===== config.mk =====
export PLATFORM = sky130hd
export DESIGN_NAME = my_bus_transmitter_flat
export DESIGN_NICKNAME = d
export VERILOG_FILES = /design/src/rtl/my_bus_transmitter_if.sv /design/src/rtl/my_bus_transmitter.sv /design/src/flat_wrapper.sv
export SDC_FILE = /design/constraint.sdc
export NUM_CORES = 1
export LEC_CHECK = 0
export ABC_AREA = 1
export CORE_UTILIZATION = 45
export DETAILED_ROUTE_END_ITERATION = 8
export PLACE_DENSITY_LB_ADDON = 0.2
export SETUP_SLACK_MARGIN = 0.5
export SYNTH_ARGS = -nofsm -noshare
export SYNTH_HDL_FRONTEND = slang
export SYNTH_SLANG_ARGS = --single-unit

===== constraint.sdc =====
create_clock -name clk -period 2.3 [get_ports clk]
set_input_delay 0.23 -clock clk [delete_from_list [all_inputs] [get_ports clk]]
set_output_delay 0.23 -clock clk [all_outputs]
set_load 0.05 [all_outputs]

===== src/rtl/my_bus_transmitter_if.sv =====
// Command port and bus signals of the valid/a/b transmitter.
// The master modport is the transmitter; the slave modport is the command/bus partner.
interface my_bus_transmitter_if #(
  parameter int LEN_W = 4,
  parameter int GAP_W = 4,
  parameter int CNT_W = 16
) ();
  logic             cmd_valid;
  logic             cmd_ready;
  logic             cmd_a;
  logic             cmd_b;
  logic [LEN_W-1:0] cmd_len;
  logic [GAP_W-1:0] cmd_gap;
  logic             enable;
  logic             valid;
  logic             a;
  logic             b;
  logic             busy;
  logic [CNT_W-1:0] beat_count;

  modport master (
    input  cmd_valid, cmd_a, cmd_b, cmd_len, cmd_gap, enable,
    output cmd_ready, valid, a, b, busy, beat_count
  );

  modport slave (
    output cmd_valid, cmd_a, cmd_b, cmd_len, cmd_gap, enable,
    input  cmd_ready, valid, a, b, busy, beat_count
  );
endinterface


===== src/rtl/my_bus_transmitter.sv =====
// Bus transmitter: command FIFO feeding an IDLE/SEND/GAP sequencer that drives
// bursts of registered valid/a/b beats separated by programmable idle gaps.
//
// state | meaning
// IDLE  | no command in flight; pops the FIFO head when enabled
// SEND  | issuing beats of the current command (stalls while enable is low)
// GAP   | forced idle cycles after the last beat of a command
module my_bus_transmitter #(
  parameter int FIFO_DEPTH = 4,
  parameter int LEN_W      = 4,
  parameter int GAP_W      = 4,
  parameter int CNT_W      = 16
) (
  input  logic                 clk,
  input  logic                 reset,
  my_bus_transmitter_if.master bus
);
  localparam int PTR_W = (FIFO_DEPTH > 1) ? $clog2(FIFO_DEPTH) : 1;
  localparam int ENT_W = 2 + LEN_W + GAP_W;

  typedef enum logic [1:0] {
    ST_IDLE = 2'd0,
    ST_SEND = 2'd1,
    ST_GAP  = 2'd2
  } state_t;

  logic [ENT_W-1:0] r_mem [FIFO_DEPTH];
  logic [PTR_W:0]   r_wr_ptr;
  logic [PTR_W:0]   r_rd_ptr;
  logic             w_full;
  logic             w_empty;
  logic             w_push;
  logic             w_pop;
  logic [ENT_W-1:0] w_head;

  state_t           r_state;
  state_t           w_state_nxt;
  logic [LEN_W-1:0] r_beats_left;
  logic [LEN_W-1:0] w_beats_left_nxt;
  logic [GAP_W-1:0] r_gap_cnt;
  logic [GAP_W-1:0] w_gap_cnt_nxt;
  logic             r_cmd_a;
  logic             r_cmd_b;
  logic             w_cmd_a_nxt;
  logic             w_cmd_b_nxt;
  logic             w_valid_nxt;

  logic             r_valid;
  logic             r_a;
  logic             r_b;
  logic [CNT_W-1:0] r_beat_count;

  // Extra pointer bit distinguishes full from empty when the indices match.
  assign w_empty = (r_wr_ptr == r_rd_ptr);
  assign w_full  = (r_wr_ptr[PTR_W] != r_rd_ptr[PTR_W]) &&
                   (r_wr_ptr[PTR_W-1:0] == r_rd_ptr[PTR_W-1:0]);
  assign w_push  = bus.cmd_valid && !w_full;
  assign w_head  = r_mem[r_rd_ptr[PTR_W-1:0]];

  always_ff @(posedge clk) begin
    if (w_push) begin
      r_mem[r_wr_ptr[PTR_W-1:0]] <= {bus.cmd_a, bus.cmd_b, bus.cmd_len, bus.cmd_gap};
    end
  end

  always_ff @(posedge clk or posedge reset) begin
    if (reset) begin
      r_wr_ptr <= '0;
      r_rd_ptr <= '0;
    end else begin
      if (w_push) r_wr_ptr <= r_wr_ptr + (PTR_W+1)'(1);
      if (w_pop)  r_rd_ptr <= r_rd_ptr + (PTR_W+1)'(1);
    end
  end

  always_ff @(posedge clk or posedge reset) begin
    if (reset) begin
      r_state      <= ST_IDLE;
      r_beats_left <= '0;
      r_gap_cnt    <= '0;
      r_cmd_a      <= 1'b0;
      r_cmd_b      <= 1'b0;
      r_valid      <= 1'b0;
      r_a          <= 1'b0;
      r_b          <= 1'b0;
      r_beat_count <= '0;
    end else begin
      r_state      <= w_state_nxt;
      r_beats_left <= w_beats_left_nxt;
      r_gap_cnt    <= w_gap_cnt_nxt;
      r_cmd_a      <= w_cmd_a_nxt;
      r_cmd_b      <= w_cmd_b_nxt;
      r_valid      <= w_valid_nxt;
      r_a          <= w_valid_nxt & w_cmd_a_nxt;
      r_b          <= w_valid_nxt & w_cmd_b_nxt;
      if (r_valid) r_beat_count <= r_beat_count + CNT_W'(1);
    end
  end

  // The pop edge registers the first beat; r_beats_left counts beats still to issue.
  always_comb begin
    w_state_nxt      = r_state;
    w_beats_left_nxt = r_beats_left;
    w_gap_cnt_nxt    = r_gap_cnt;
    w_cmd_a_nxt      = r_cmd_a;
    w_cmd_b_nxt      = r_cmd_b;
    w_valid_nxt      = 1'b0;
    w_pop            = 1'b0;
    unique case (r_state)
      ST_IDLE: begin
        if (!w_empty && bus.enable) w_pop = 1'b1;
      end
      ST_SEND: begin
        if (r_beats_left != '0) begin
          if (bus.enable) begin
            w_valid_nxt      = 1'b1;
            w_beats_left_nxt = r_beats_left - LEN_W'(1);
          end
        end else if (r_gap_cnt != '0) begin
          w_state_nxt = ST_GAP;
        end else if (!w_empty && bus.enable) begin
          w_pop = 1'b1;
        end else begin
          w_state_nxt = ST_IDLE;
        end
      end
      ST_GAP: begin
        w_gap_cnt_nxt = r_gap_cnt - GAP_W'(1);
        if (r_gap_cnt == GAP_W'(1)) begin
          if (!w_empty && bus.enable) w_pop = 1'b1;
          else                        w_state_nxt = ST_IDLE;
        end
      end
      default: w_state_nxt = ST_IDLE;
    endcase
    if (w_pop) begin
      w_state_nxt      = ST_SEND;
      w_valid_nxt      = 1'b1;
      w_cmd_a_nxt      = w_head[ENT_W-1];
      w_cmd_b_nxt      = w_head[ENT_W-2];
      w_beats_left_nxt = w_head[GAP_W +: LEN_W];
      w_gap_cnt_nxt    = w_head[GAP_W-1:0];
    end
  end

  assign bus.cmd_ready  = !w_full;
  assign bus.valid      = r_valid;
  assign bus.a          = r_a;
  assign bus.b          = r_b;
  assign bus.busy       = (r_state != ST_IDLE) || !w_empty;
  assign bus.beat_count = r_beat_count;
endmodule


===== src/flat_wrapper.sv =====
// flat-port wrapper written by rule: the top's interface ports become plain ports
module my_bus_transmitter_flat 
#(
  parameter int FIFO_DEPTH = 4,
  parameter int LEN_W      = 4,
  parameter int GAP_W      = 4,
  parameter int CNT_W      = 16
)
  (clk, reset, bus_cmd_valid, bus_cmd_a, bus_cmd_b, bus_cmd_len, bus_cmd_gap, bus_enable, bus_cmd_ready, bus_valid, bus_a, bus_b, bus_busy, bus_beat_count);
  my_bus_transmitter_if #(.LEN_W(LEN_W), .GAP_W(GAP_W), .CNT_W(CNT_W)) bus_i ();
  input  logic clk;
  input  logic reset;
  input wire logic [$bits(bus_i.cmd_valid)-1:0] bus_cmd_valid;
  input wire logic [$bits(bus_i.cmd_a)-1:0] bus_cmd_a;
  input wire logic [$bits(bus_i.cmd_b)-1:0] bus_cmd_b;
  input wire logic [$bits(bus_i.cmd_len)-1:0] bus_cmd_len;
  input wire logic [$bits(bus_i.cmd_gap)-1:0] bus_cmd_gap;
  input wire logic [$bits(bus_i.enable)-1:0] bus_enable;
  output wire logic [$bits(bus_i.cmd_ready)-1:0] bus_cmd_ready;
  output wire logic [$bits(bus_i.valid)-1:0] bus_valid;
  output wire logic [$bits(bus_i.a)-1:0] bus_a;
  output wire logic [$bits(bus_i.b)-1:0] bus_b;
  output wire logic [$bits(bus_i.busy)-1:0] bus_busy;
  output wire logic [$bits(bus_i.beat_count)-1:0] bus_beat_count;
  assign bus_i.cmd_valid = bus_cmd_valid;
  assign bus_i.cmd_a = bus_cmd_a;
  assign bus_i.cmd_b = bus_cmd_b;
  assign bus_i.cmd_len = bus_cmd_len;
  assign bus_i.cmd_gap = bus_cmd_gap;
  assign bus_i.enable = bus_enable;
  assign bus_cmd_ready = bus_i.cmd_ready;
  assign bus_valid = bus_i.valid;
  assign bus_a = bus_i.a;
  assign bus_b = bus_i.b;
  assign bus_busy = bus_i.busy;
  assign bus_beat_count = bus_i.beat_count;
  my_bus_transmitter #(.FIFO_DEPTH(FIFO_DEPTH), .LEN_W(LEN_W), .GAP_W(GAP_W), .CNT_W(CNT_W)) u_core (.clk(clk), .reset(reset), .bus(bus_i));
endmodule

==> out/results.txt <==
CP Class - flop to output port
Seq cells post-synth - 77
CP max stage cell - clkdlybuf4s50_1
CP delay by family, top - buffers and inverters
Cells after Synth - 336
vias in the first global route - 2,286
hpwl dp - 4.531 mm
Max FO, Critical Path - 2
NetSw - 2.455 mW
hold_ws - 0.2706 ns
Synth Warn # - 0
Pint - 3.325 mW
1st-iter DRT viols - 91
CTS Buf Count - 9
crit end category - output port
Final Non-Filler Cells - 494
Hold Crit Class - primary input to asynchronous set/reset pin
status - finished, final reports clean
worst-path cell chain - clkdlybuf4s50_1
cell area after synthesis - 3548 sq um
Synth-to-Final Area Change - 25.21%
fin crit share - 75.77%
Post-Place Setup Slack - 0.4037 ns
via count - 2,411
TNS Setup - 0 ns
initial antenna violation count - 0
headroom to the max-slew limit - 55.41%
H-tree levels - 3
Routed Antenna Nets - 0
asr flop ratio synth - 48.05%
Synth Flop Type - edfxtp_1
largest net degree at the start of global routing - 22
synth unique cells - 30
Die Height - 90.80 microns
placed instance count - 469
Worst VDD drop - 552.1 uV
# rows - 32
worst skew pair latency - 0.35 ns
total clock sinks - 77
layout cells sized above 1 - 17.86%
max frequency - 573.8 MHz
Total Routing Usage GR - 17.21%
overall power - 5.779 mW
WL per Instance - 13.07 microns
worst slew pin tran - 0.6682 ns
CTS tree - built
commonest non-fill, non-tap cells in the layout - nand2_1 (59), edfxtp_1 (40), dfrtp_1 (33)
worst stage delay on the critical path - 0.80 ns
Crit path required time - 2.07 ns
clock tree buffer depth - 2
part of the power in combinational logic - 46.8%
sequential power share - 36.9%
number of synthesized flops with an enable pin - 40
worst path bufs/invs - 1
Final GP Congestion - 0.7637
DRT Pass-1 Iters - 6
final core occ - 57.80%
Clk pwr share - 16.3%
R2R depth - 10
Design Area, Final - 4443 sq um
switching share of power - 42.48%
syn nets - 365
Post-Syn Area per Cell - 10.56 sq um
Area after DPL - 4061 sq um
pwr/cell area - 1301 nW/um^2
Leak Pwr - 1.958 nW
first-pass GRT wire length - 10.89 mm
Reg2Reg Setup Slack - 0.61 ns
Final Skew - 0.006423 ns
Die X - 90.80 microns
most common cell after layout, fill and taps aside - nand2_1
Fin. Hold Viols - 0
full die area - 8245 sq um
final WL - 6.459 mm
RSZ-0062 raised after global routing - false
final-report max-slew violation count - 0
# DRC - 0
sequential element share of the synthesized area - 59.94%
Remaining Overflow, GRT - 0
CP Launch Type - flop
r2r startpoint - u_core.r_state[0]$_DFFE_PP0P_
Clock transition at path regs - 0.09 ns
core area - 7687 sq um
I/O pin count - 35
Initial Util - 46.16%
Antenna diodes - 0
Worst EP arrival - 1.51 ns
Max Cap Viol - 0
final critical-path required period - 1.743 ns
setup violators final - 0
vias per cell - 4.881
worst setup margin - 0.5573 ns
Root Driver - clkbuf_8
FF-to-FF End - u_core.r_gap_cnt[3]$_DFFE_PP0P_
Port Buffers - 34
NumNets Final - 416
-- Yosys cell counts, types with 6 or more instances --
| cell type | count | share of area, % |
|---|---|---|
| xor2_1 | 11 | 2.7 |
| o21ai_0 | 28 | 3.9 |
| dfrtp_1 | 37 | 26 |
| xnor2_1 | 11 | 2.7 |
| nand2_1 | 60 | 6.3 |
| inv_1 | 34 | 3.6 |
| edfxtp_1 | 40 | 34 |
| ha_1 | 15 | 5.3 |
| nand3_1 | 15 | 2.1 |
| nor2_1 | 31 | 3.3 |
| o22ai_1 | 9 | 1.6 |
| nor2_2 | 7 | 1.2 |
| clkbuf_1 | 6 | 0.63 |
-- power by group through the flow --
stage	logic (mW)	clock network [mW]	registers (mW)
floorplan	1.54	0	2.39
global placement	2.41	0	2.15
detailed placement	2.45	0	2.16
CTS	2.47	0.978	2.14
global route	3.02	1.04	2.18
finish	2.71	0.940	2.13
-- layer usage --
metal | share of wire (%) | up-vias | GRT usage [%]
met5 | 0 | - | 0
met4 | 0.36 | 0 | 4.762
met3 | 3.8 | 3 | 5.556
met2 | 48 | 45 | 28.47
met1 | 47 | 1146 | 21.71
li1 | - | 1217 | -
-- cell type report --
cell class	count	area [sq um]
fillers	691	3244
flip-flops and latches	77	2132
multi-input cells	214	1319
repair buffers	48	535.5
inverters	37	146.4
well taps	102	127.6
clock buffers	9	123.9
clock inverters	7	58.81
-- worst max-delay path by stage --
stage                     slack, ns                                   from  depth (start not counted)                               to
after floorplan                0.46         u_core.r_wr_ptr[0]$_DFFE_PP0P_                          7     u_core.r_mem[0][0]$_DFFE_PP_
after global placement         0.43         u_core.r_wr_ptr[0]$_DFFE_PP0P_                          7     u_core.r_mem[2][3]$_DFFE_PP_
after detailed placement       0.40         u_core.r_wr_ptr[0]$_DFFE_PP0P_                          7     u_core.r_mem[1][0]$_DFFE_PP_
after CTS                      0.40         u_core.r_wr_ptr[0]$_DFFE_PP0P_                          7     u_core.r_mem[1][0]$_DFFE_PP_
after global routing           0.50          u_core.r_state[1]$_DFFE_PP0P_                         12  u_core.r_gap_cnt[2]$_DFFE_PP0P_
final                          0.56  u_core.bus.beat_count[15]$_DFFE_PP0P_                          1               bus_beat_count[15]
-- cell families after synthesis --
family / count (synthesis) / synth area share (%)
adders and majority gates: 15 / 5.289
DFF: 77 / 59.94
xor gates and xnor gates: 22 / 5.430
buffers and inverters: 45 / 5.254
and+or+nand+nor: 130 / 16.68
muxes: 1 / 0.3173
AOI/OAI and AO/OA: 46 / 7.087
-- sequential cells by signal, summed over array words and instances (netlist names), 2 cells and up --
name,cells
u_core.r_mem,40
u_core.r_beats_left,4
u_core.r_wr_ptr,3
u_core.bus.beat_count,16
u_core.r_gap_cnt,4
u_core.r_state,2
u_core.r_rd_ptr,3
-- what timing repair did --
action | 4_1_cts | 5_1_grt
buffers inserted | 0 | 9
resized for setup | 19 | 20
pin swaps | 0 | 6
setup endpoints to repair | 48 | 55
hold buffers | 0 | 0
Power figures use the tool's default switching activity.
==> edit: new RTL, same settings <==
`GAP_W` is set to 4 in 3 places; all go to 6.
--- a/src/rtl/my_bus_transmitter_if.sv
+++ b/src/rtl/my_bus_transmitter_if.sv
@@ -2,7 +2,7 @@
 // The master modport is the transmitter; the slave modport is the command/bus partner.
 interface my_bus_transmitter_if #(
   parameter int LEN_W = 4,
-  parameter int GAP_W = 4,
+  parameter int GAP_W = 6,
   parameter int CNT_W = 16
 ) ();
   logic             cmd_valid;
--- a/src/rtl/my_bus_transmitter.sv
+++ b/src/rtl/my_bus_transmitter.sv
@@ -8,7 +8,7 @@
 module my_bus_transmitter #(
   parameter int FIFO_DEPTH = 4,
   parameter int LEN_W      = 4,
-  parameter int GAP_W      = 4,
+  parameter int GAP_W      = 6,
   parameter int CNT_W      = 16
 ) (
   input  logic                 clk,
--- a/src/flat_wrapper.sv
+++ b/src/flat_wrapper.sv
@@ -3,7 +3,7 @@
 #(
   parameter int FIFO_DEPTH = 4,
   parameter int LEN_W      = 4,
-  parameter int GAP_W      = 4,
+  parameter int GAP_W      = 6,
   parameter int CNT_W      = 16
 )
   (clk, reset, bus_cmd_valid, bus_cmd_a, bus_cmd_b, bus_cmd_len, bus_cmd_gap, bus_enable, bus_cmd_ready, bus_valid, bus_a, bus_b, bus_busy, bus_beat_count);
Interface: changed (resized bus_cmd_gap); port bits go from 35 to 37. The function was not compared with the original's and may differ.
==> edit against the unedited design <==
- synthesized area is 14% higher
- design area is 10% higher
- register-to-register slack better by 0.02 ns
- wire length is 16% higher
- total power is 11% higher
- core utilization is 1.7 points lower
- setup slack better by 0.0050 ns
- fmax is 0.29% higher
- count of clock-buffer cells in the layout stayed put
- sequential cell count is 10 higher
- largest power group unchanged
- hold slack worse by 0.0022 ns
- sequential share of layout area is 1.5 points higher
==> edit: results (changes against the unedited design) <==
metric,value,unit,change
crit-path max FO,1,,-1
post-synthesis xor/xnor area fraction,5.21,%,-0.22 points
reg2reg path depth,9,,-1
Worst Max-Slew Pin Slew,0.501,ns,-0.167 ns
GRT Overall Usage,17.2,%,-0.043 points
via count of the routed design,2694,,+12%
largest net degree at the start of global routing,40,,+82%
Placer Congestion,0.755,,-1.1%
vias in the first global route,2599,,+14%
Adder-Cell Fraction of Synth Area,4.65,%,-0.64 points
Port Buffers,36,,+5.9%
most frequent cells after synthesis,"54 x nand2_1, 48 x edfxtp_1, 46 x nor2_1",,
placed cell count,514,,+9.6%
first-pass GRT wire length,12700,um,+16%
post-synthesis sequential area ratio,59.9,%,about the same
fraction of layout cells with a size suffix above 1,16.5,%,-1.3 points
Max VDD drop,705,uV,+28%
met2 Use GR,27.2,%,-1.3 points
final WL,7460,um,+16%
Layout Nets,456,,+9.6%
crit path from,u_core.bus.a,,
Resize count post-CTS,21,,+2
reg2reg setup slack,0.63,ns,+0.02 ns
LEAKAGE,0.00211,uW,+7.8%
Avg WL per Cell,13.9,um,+6.1%
outcome,"complete, no violations",,
number of synthesized flops with an enable pin,48,,+20%
pre-CTS WS,0.275,ns,-0.129 ns
crit path to,bus_a,,
GRT met3 Usage,3.76,%,-1.8 points
Final WS setup,0.562,ns,+0.00505 ns
==> edit: cell count changes after synthesis, moves of 5 or more <==
cell,before,now
xor2_1,11,18
nand2_1,60,54
o21ai_0,28,34
nor2_1,31,46
edfxtp_1,40,48
xnor2_1,11,6
==> edit: metal layers <==
layer | vias up | wire length (um) | part of all wire [%]
li1 | 1352 | - | -
met1 | 1289 | 3660 | 49
met2 | 49 | 3510 | 47
met3 | 4 | 231 | 3.1
met4 | 0 | 57 | 0.76
met5 | - | 0 | 0
==> edit: layout make-up <==
| cell class | count | area [um^2] |
|---|---|---|
| Clock buffer | 9 | 124 |
| Tap cell | 108 | 135 |
| Inverter | 37 | 151 |
| Timing Repair inverter | 1 | 3.75 |
| Sequential cell | 87 | 2420 |
| Timing Repair Buffer | 46 | 489 |
| Fill cell | 751 | 3830 |
| Clock inverter | 7 | 95.1 |
| Multi-Input combinational cell | 243 | 1470 |
==> edit: power by group <==
part	internal [uW]	switching, uW	total [uW]
logic	1010	1850	2860
clock network	538	631	1170
registers	2110	276	2390
